`src/rtl/key_filter.sv`:
```
// key_filter: eight-button debouncer with a small memory-mapped register
// block (pending, mask, level, press counter) and a level interrupt.
//
// Ports
//   clk_in         system clock, all state updates on the rising edge
//   reset          synchronous, active-high reset
//   key_raw        raw buttons, active-low, asynchronous and bouncing
//   key_clean      debounced button level, active-low (drives GPIO user_key)
//   KEY_WE         per-byte-lane write enable from the bus bridge
//   KEY_Addr       bus address, only bits [3:2] are decoded
//   KEY_WriteData  bus write data
//   KEY_ReadData   combinational read data for KEY_Addr
//   irq            level interrupt, |(PENDING & MASK)
//
// Register map (KEY_Addr[3:2])
//   0 PENDING[7:0]    read / write-1-to-clear, set on press events
//   1 MASK[7:0]       read / write (byte lane 0 only)
//   2 LEVEL[7:0]      read-only, ~key_clean (1 = pressed)
//   3 PRESS_CNT[31:0] read / write per byte lane, counts press events
module key_filter #(
  parameter int unsigned CNT_MAX = 500000
) (
  input  logic        clk_in,
  input  logic        reset,
  input  logic [7:0]  key_raw,
  output logic [7:0]  key_clean,
  input  logic [3:0]  KEY_WE,
  input  logic [31:0] KEY_Addr,
  input  logic [31:0] KEY_WriteData,
  output logic [31:0] KEY_ReadData,
  output logic        irq
);

  typedef enum logic [1:0] {
    REG_PENDING = 2'd0,
    REG_MASK    = 2'd1,
    REG_LEVEL   = 2'd2,
    REG_CNT     = 2'd3
  } reg_sel_e;

  // Last count value of the stability window; reaching it with a mismatch
  // still present commits the new level.
  localparam logic [19:0] CNT_LAST = 20'(CNT_MAX - 1);

  // Synchronizer and debounce state
  logic [7:0]       s1_q, s2_q;
  logic [7:0]       key_clean_q, key_clean_d;
  logic [7:0][19:0] cnt_q, cnt_d;

  // Register block state
  logic [7:0]  pend_q, pend_d;
  logic [7:0]  mask_q, mask_d;
  logic [31:0] press_cnt_q, press_cnt_d;

  // Per-cycle press events and their population count
  logic [7:0] press;
  logic [3:0] press_num;

  reg_sel_e sel;
  logic     wr_any;

  // Only KEY_Addr[3:2] selects a register; the rest is ignored on purpose.
  logic unused_addr_bits;
  assign unused_addr_bits = ^{KEY_Addr[31:4], KEY_Addr[1:0]};

  assign sel    = reg_sel_e'(KEY_Addr[3:2]);
  assign wr_any = |KEY_WE;

  // ---------------------------------------------------------------------------
  // Debounce: a key's counter runs only while the synchronized input differs
  // from the committed level; any agreement restarts the window from zero.
  // A press is the 1->0 commit of key_clean.
  // ---------------------------------------------------------------------------
  always_comb begin
    key_clean_d = key_clean_q;
    cnt_d       = '0;
    press       = '0;
    for (int unsigned i = 0; i < 8; i++) begin
      if (s2_q[i] != key_clean_q[i]) begin
        if (cnt_q[i] == CNT_LAST) begin
          key_clean_d[i] = s2_q[i];
          press[i]       = key_clean_q[i];
        end else begin
          cnt_d[i] = cnt_q[i] + 20'd1;
        end
      end
    end
  end

  always_comb begin
    press_num = '0;
    for (int unsigned i = 0; i < 8; i++) begin
      press_num = press_num + {3'b000, press[i]};
    end
  end

  // ---------------------------------------------------------------------------
  // Register next-state
  // ---------------------------------------------------------------------------
  // Clear first, then OR in new events so a same-cycle set beats the clear.
  always_comb begin
    pend_d = pend_q;
    if (sel == REG_PENDING && KEY_WE[0]) begin
      pend_d = pend_q & ~KEY_WriteData[7:0];
    end
    pend_d = pend_d | press;
  end

  always_comb begin
    mask_d = mask_q;
    if (sel == REG_MASK && KEY_WE[0]) begin
      mask_d = KEY_WriteData[7:0];
    end
  end

  // A bus write to the counter takes the whole cycle: lanes without an
  // enable hold, and that cycle's press increment is discarded.
  always_comb begin
    press_cnt_d = press_cnt_q + {28'd0, press_num};
    if (sel == REG_CNT && wr_any) begin
      press_cnt_d = press_cnt_q;
      for (int unsigned b = 0; b < 4; b++) begin
        if (KEY_WE[b]) begin
          press_cnt_d[8*b +: 8] = KEY_WriteData[8*b +: 8];
        end
      end
    end
  end

  // ---------------------------------------------------------------------------
  // State registers
  // ---------------------------------------------------------------------------
  always_ff @(posedge clk_in) begin
    if (reset) begin
      s1_q        <= '1;
      s2_q        <= '1;
      key_clean_q <= '1;
      cnt_q       <= '0;
      pend_q      <= '0;
      mask_q      <= '0;
      press_cnt_q <= '0;
    end else begin
      s1_q        <= key_raw;
      s2_q        <= s1_q;
      key_clean_q <= key_clean_d;
      cnt_q       <= cnt_d;
      pend_q      <= pend_d;
      mask_q      <= mask_d;
      press_cnt_q <= press_cnt_d;
    end
  end

  // ---------------------------------------------------------------------------
  // Outputs
  // ---------------------------------------------------------------------------
  always_comb begin
    KEY_ReadData = '0;
    unique case (sel)
      REG_PENDING: KEY_ReadData = {24'd0, pend_q};
      REG_MASK:    KEY_ReadData = {24'd0, mask_q};
      REG_LEVEL:   KEY_ReadData = {24'd0, ~key_clean_q};
      REG_CNT:     KEY_ReadData = press_cnt_q;
      default:     KEY_ReadData = '0;
    endcase
  end

  assign key_clean = key_clean_q;
  assign irq       = |(pend_q & mask_q);

endmodule

```
`config.mk`:
```
export PLATFORM = sky130hd
export DESIGN_NAME = key_filter
export DESIGN_NICKNAME = d
export VERILOG_FILES = /design/src/rtl/key_filter.sv
export SDC_FILE = /design/constraint.sdc
export NUM_CORES = 1
export LEC_CHECK = 0
export CAP_MARGIN = 15
export CORE_AREA = 2 2 140 142
export CTS_BUF_LIST = sky130_fd_sc_hd__clkbuf_8
export DETAILED_ROUTE_END_ITERATION = 16
export DIE_AREA = 0 0 142 144
export GPL_ROUTABILITY_DRIVEN = 0
export PLACE_DENSITY_LB_ADDON = 0.05
export SYNTH_ARGS = -nofsm -noshare
export SYNTH_HDL_FRONTEND = slang
export SYNTH_SLANG_ARGS = --single-unit
```
`constraint.sdc`:
```
create_clock -name clk_in -period 6.3 [get_ports clk_in]
set_input_delay 1.26 -clock clk_in [delete_from_list [all_inputs] [get_ports clk_in]]
set_output_delay 1.26 -clock clk_in [all_outputs]
set_load 0.02 [all_outputs]
```
After elaboration in Yosys (flattened, before gate mapping)
Cells that the tools add are included.
{"block": "totals", "regBits": 232, "out_inout_bits": 41}
{"block": "op_classes", "add_sub_neg": 16, "eq_ne": 23, "muxes": 23, "bitwise_logic": 13, "reduce_logical": 22}
{"cell": "$add A20 B1 Y20 const B", "n": 8}
{"cell": "$eq A20 B19 Y1 const B", "n": 8}
{"cell": "$pmux W32 S4", "n": 1}
{"cell": "$mux W8", "n": 5}
{"cell": "$add A32 B4 Y32", "n": 1}
{"cell": "$mux W32", "n": 1}
{"cell": "$reduce_or A3 Y1", "n": 8}
{"cell": "$add A4 B1 Y4", "n": 4}
{"cell": "$and A8 B8 Y8", "n": 2}
{"cell": "$mux W1", "n": 16}
{"cell": "$not A8 Y8", "n": 2}
{"cell": "$reduce_and A2 Y1", "n": 8}
{"cell": "$ne A1 B1 Y1", "n": 8}
{"cell": "$ne A2 B2 Y1 const B", "n": 4}
{"cell": "$not A1 Y1", "n": 8}
{"cell": "$or A8 B8 Y8", "n": 1}
{"cell": "$reduce_or A8 Y1", "n": 1}
{"cell": "$add A3 B1 Y4", "n": 1}
{"cell": "$eq A2 B2 Y1 const B", "n": 2}
{"cell": "$reduce_or A4 Y1", "n": 1}
{"cell": "$add A2 B1 Y3", "n": 1}
{"cell": "$logic_and A1 B1 Y1", "n": 3}
{"cell": "$add A1 B1 Y2", "n": 1}
{"cell": "$eq A2 B1 Y1 const B", "n": 1}
{"cell": "$logic_not A2 Y1", "n": 1}

Logic depth before layout (Yosys ltp)
{"block": "logic_depth", "ltp_word": 12, "mapped_depth": 16, "ltp_nobuf": 16}

Worst setup path before layout
Ideal clock, no wire load.
{"block": "synth_path", "path_kind": "reg2reg", "start": "reg cnt_q[40] (netlist bit)", "end": "reg press_cnt_q[10]", "setup_time_ns": 0.070, "t_arrival_ns": 5.003, "t_required_ns": 6.230, "path_slack_ns": 1.227, "path_stages_with_launch": 17, "path_buffers": 0, "synth_period_minus_slack_ns": 5.073, "cell_sequence": "dfxtp_1 > ha_1 > or4b_1 > or4_1 > nor3_1 > fa_1 > inv_1 > fa_1 > inv_1 > fa_1 > fa_1 > fa_1 > a211oi_1 > or2_2 > nor3_1 > or3_1 > a21oi_1"}
{"block": "synth_via", "elab_chain_len": 11}
{"element": "start: declaration", "line": "48", "source": "logic [7:0][19:0] cnt_q, cnt_d;"}
{"element": "start signal: assignment", "line": "146", "source": "cnt_q <= cnt_d;"}
{"element": "$eq A20 B19 Y1", "line": "80", "source": "if (cnt_q[i] == CNT_LAST) begin"}
{"element": "$mux W1", "line": "80"}
{"element": "$mux W1", "line": "79", "source": "if (s2_q[i] != key_clean_q[i]) begin"}
{"element": "$add A2 B1 Y3", "line": "93", "source": "press_num = press_num + {3'b000, press[i]};"}
{"element": "$add A3 B1 Y4", "line": "93"}
{"element": "$add A4 B1 Y4 (4 in a row)", "line": "93"}
{"element": "$add A32 B4 Y32", "line": "119", "source": "press_cnt_d = press_cnt_q + {28'd0, press_num};"}
{"element": "$mux W32", "line": "120", "source": "if (sel == REG_CNT && wr_any) begin"}
{"element": "end signal: assignment", "line": "149", "source": "press_cnt_q <= press_cnt_d;"}
{"element": "end: declaration", "line": "53", "source": "logic [31:0] press_cnt_q, press_cnt_d;"}
Every way passes these cells.
A chain may end at the register's enable or synchronous reset.

Final worst setup path
{"block": "layout_path", "start": "reg cnt_q[40] (netlist bit)", "end": "reg press_cnt_q[8]"}
Same word-level chain as after synthesis.

==> flow_metrics.py <==
metrics = {
    "grt": {
        "grt_max_degree": 37,
        "grt_pass1_vias": 8432,
        "grt_pass1_wl_um": 39500,
        "grt.overflow.total": 0,
        "gr-usage-all-layers_pct": 23.4,
        "antenna_found_initial": 0,
    },
    "critical_path": {
        "crit_path_end": "press_cnt_q[8]",
        "r2r_cells": 17,
        "regToRegEndpoint": "press_cnt_q[8]",
        "crit_slowest_cell": "or4_1",
        "r2r_slack_ps": 790,
        "rr_startpoint": "cnt_q[40]",
        "start_kind": "flip-flop",
        "startpoint": "cnt_q[40]",
        "cp.required_ps": 6740,
        "worstPathArrival_ps": 5950,
        "critPathMaxFanout": 6,
        "worst_path_most_repeated_cell": "fa_1",
        "crit_path_end_kind": "flip-flop",
        "critical_path.max_stage_delay_ps": 510,
        "criticalPathCategory": "flip-flop to flip-flop",
        "worstPathCellList": "ha_1 -> or4b_1 -> or4_1 -> nor3_1 -> buf_4 -> fa_1 -> inv_1 -> fa_1 -> inv_1 -> fa_1 -> fa_1 -> fa_1 -> a211oi_1 -> or2_2 -> nor2_1 -> a211o_1 -> a21oi_1",
    },
    "place": {
        "dp_hpwl_um": 16600,
        "io_buffers": 88,
        "pre_cts_ws_ps": 795,
        "placed_cell_area_um2": 11900,
    },
    "sta": {
        "worst_slack_ps": 793,
        "final.setup.tns_ps": 0,
        "max_freq_mhz": 182,
        "rsz0062_at_grt": "false",
        "whs_ps": 408,
        "setup_viol": 0,
        "hold_viol": 0,
        "final.setup_skew_ps": 21.0,
        "fin_crit_sh_pct": 87.4,
        "period_needed_ps": 5510,
        "worst_pin_slew_ps": 1180,
        "relSlewSlack_pct": 21.2,
        "maxSlewViolCount": 0,
    },
    "clock_tree": {
        "clockBufferDepth": 3,
        "insertion_delay_ps": 530,
        "root_buffer": "clkbuf_8",
        "cts_hold_buf": 0,
        "post_cts_resized": 0,
        "clkTransAtPathRegs_ps": 60,
        "htreeDepth": 2,
        "cts_tree": "yes",
        "cts_sinks": 232,
        "numCtsBuffers": 40,
        "cts_setup_buffers": 0,
    },
    "job": {
        "cap_violations": 0,
    },
    "synthesis": {
        "syn_nets": 1365,
        "async_reset_ff_share_pct": 0,
        "avgSynthCellArea_um2": 8.62,
        "synth.cell_area_um2": 10900,
        "yosysWarnings": 0,
        "synth-seq-cells": 232,
        "seq_area_frac_synth_pct": 42.5,
        "yosys_most_used_dff": "dfxtp_1",
        "synth.distinct_cells": 61,
        "syn_inst": 1268,
        "synth_edf_count": 0,
    },
    "detailed_routing": {
        "drt-total-wl_um": 24000,
        "firstDrtPassIters": 5,
        "drtIter0Drc": 406,
        "final_antenna_net_count": 0,
        "via_per_inst": 5.56,
        "vias": 8989,
        "wl_per_cell_um": 14.8,
        "drc": 0,
    },
    "die": {
        "initial_core_util_pct": 57.3,
        "die_w_um": 142,
        "design.core.area_um2": 19100,
        "pin_count": 119,
        "die_area_um2": 20400,
        "die_y_um": 144,
        "rows": 51,
    },
    "power": {
        "leakage_nw": 4.37,
        "vdd_drop_max_uv": 155,
        "p_per_area_nw_per_um2": 241,
    },
    "finish": {
        "fin_util_pct": 67.0,
        "post-route-cell-area_um2": 12800,
        "nets": 1452,
        "synthToLayoutAreaGrowth_pct": 17.0,
        "drive_gt1_share_pct": 7.40,
        "num_antenna_cells": 0,
    },
    "status": {
        "outcome": "finished, final reports clean",
    },
    "worst_hold_path": {
        "hp-class": "flip-flop to flip-flop",
    },
}
[how the worst min path moves through the flow]
stage | startpoint | endpoint | cells past startpoint
global placement | s1_q[1] | s2_q[1] | 1
global route | s1_q[5] | s2_q[5] | 1
finish | s1_q[5] | s2_q[5] | 1
CTS | s1_q[5] | s2_q[5] | 1
floorplan | s1_q[0] | s2_q[0] | 1
detailed placement | s1_q[5] | s2_q[5] | 1
[synthesized netlist by cell type, types with 3 or more instances]
cell         n  share of area, %
o22ai_1      3              0.17
xnor2_1     63               5.0
dfxtp_1    232                43
a32oi_1      4              0.32
or2_2       21               1.2
a21oi_1     22               1.0
or3_1       19               1.1
a21boi_0     8              0.55
fa_1         5              0.92
and2_1       5              0.29
a211oi_1     7              0.48
a2bb2oi_1    3              0.24
nor3b_1      9              0.62
inv_1       42               1.4
o21a_1       8              0.55
xor2_1      90               7.2
or4_1        8              0.55
a22oi_1      6              0.41
o21ai_0      7              0.32
o2111ai_1    3              0.24
nor4_1      23               1.3
mux4_2       8               1.6
nand2_1    103               3.5
mux2i_1     16               1.5
clkbuf_1    35               1.2
a31oi_1      9              0.52
nand4_1     53               3.0
o211ai_1    12              0.82
buf_2        8              0.37
nor2_1     223               7.7
a311oi_1     3              0.24
and3_1      42               2.4
ha_1        14               1.6
nand3_1     71               3.3
buf_1        3              0.10
nor2b_1      4              0.23
nor4b_1      7              0.56
nor3_1      28               1.3
and4_1      15               1.2
[flip-flops by register name, summed over array words and instances (netlist names)]
| name | flops |
|---|---|
| cnt_q | 160 |
| press_cnt_q | 32 |
| key_clean | 8 |
| mask_q | 8 |
| pend_q | 8 |
| s1_q | 8 |
| s2_q | 8 |
[where the power goes]
part / internal [mW] / switching (mW)
clock network: 0.851 / 0.599
logic: 0.0605 / 0.0689
registers: 1.48 / 0.0154
[kinds of logic after synthesis]
| group | after synthesis | share of synthesized area [%] |
|---|---|---|
| xor gates and xnor gates | 153 | 12.3 |
| buffers and inverters | 90 | 3.29 |
| muxes | 24 | 3.11 |
| AOI/OAI and AO/OA | 105 | 6.68 |
| DFF | 232 | 42.5 |
| and+or+nand+nor | 645 | 29.6 |
| adders and majority gates | 19 | 2.52 |
[through the flow]
step | power (mW) | instances
after floorplan | 1.60 | 1268
after global placement | 1.66 | 1551
after detailed placement | 1.66 | 1551
after CTS | 3.11 | 1617
after global routing | 3.19 | 1617
final | 3.08 | 1617
[cell usage in the layout (no fill, tap or decap), drive strengths merged, types with 4 or more instances in the layout]
cell | synthesis | layout
ha | 14 | 14
a211oi | 7 | 7
nand4 | 54 | 54
a21oi | 23 | 23
a32oi | 4 | 4
or3 | 21 | 21
dfxtp | 232 | 232
clkdlybuf4s50 | 0 | 87
nor4 | 25 | 25
nor3 | 28 | 28
nor3b | 9 | 9
clkinv | 0 | 4
inv | 42 | 50
xor2 | 90 | 90
bufinv | 0 | 4
or2 | 21 | 21
nand2 | 104 | 104
o21ai | 8 | 8
and4 | 15 | 15
nor2 | 223 | 223
a22oi | 6 | 6
a31oi | 9 | 9
nor4b | 7 | 7
fa | 5 | 5
clkbuf | 35 | 48
mux2i | 16 | 16
xnor2 | 63 | 63
nand3 | 71 | 71
o21a | 8 | 8
nor2b | 4 | 4
and2 | 5 | 5
a21boi | 8 | 8
mux4 | 8 | 8
buf | 13 | 6
o211ai | 12 | 12
and3 | 42 | 42
or4 | 8 | 8
[critical path, delay by kind of cell, from the launching register on]
| family | cells | cell delay (ps) |
|---|---|---|
| AND/OR/NAND/NOR | 5 | 1510 |
| AO/OA/AOI/OAI | 3 | 850 |
| adder cells (fa/ha/maj) | 6 | 2380 |
| flip-flops | 1 | 340 |
| buffers and inverters | 3 | 350 |
[layer usage]
metal	wire [um]	vias up	track usage, %
li1	-	4584	-
met1	11200	4200	30.8
met2	11200	164	39.2
met3	1050	41	4.50
met4	508	0	7.32
met5	0	-	0
[layout make-up]
cell class / count / area (um2)
flip-flops and latches: 232 / 4640
fillers: 1580 / 6300
repair buffers: 93 / 913
clock buffers: 48 / 661
clock inverters: 18 / 185
multi-input cells: 946 / 5920
well taps: 238 / 298
inverters: 42 / 158
Note: power is estimated with default switching activity, not from simulation.
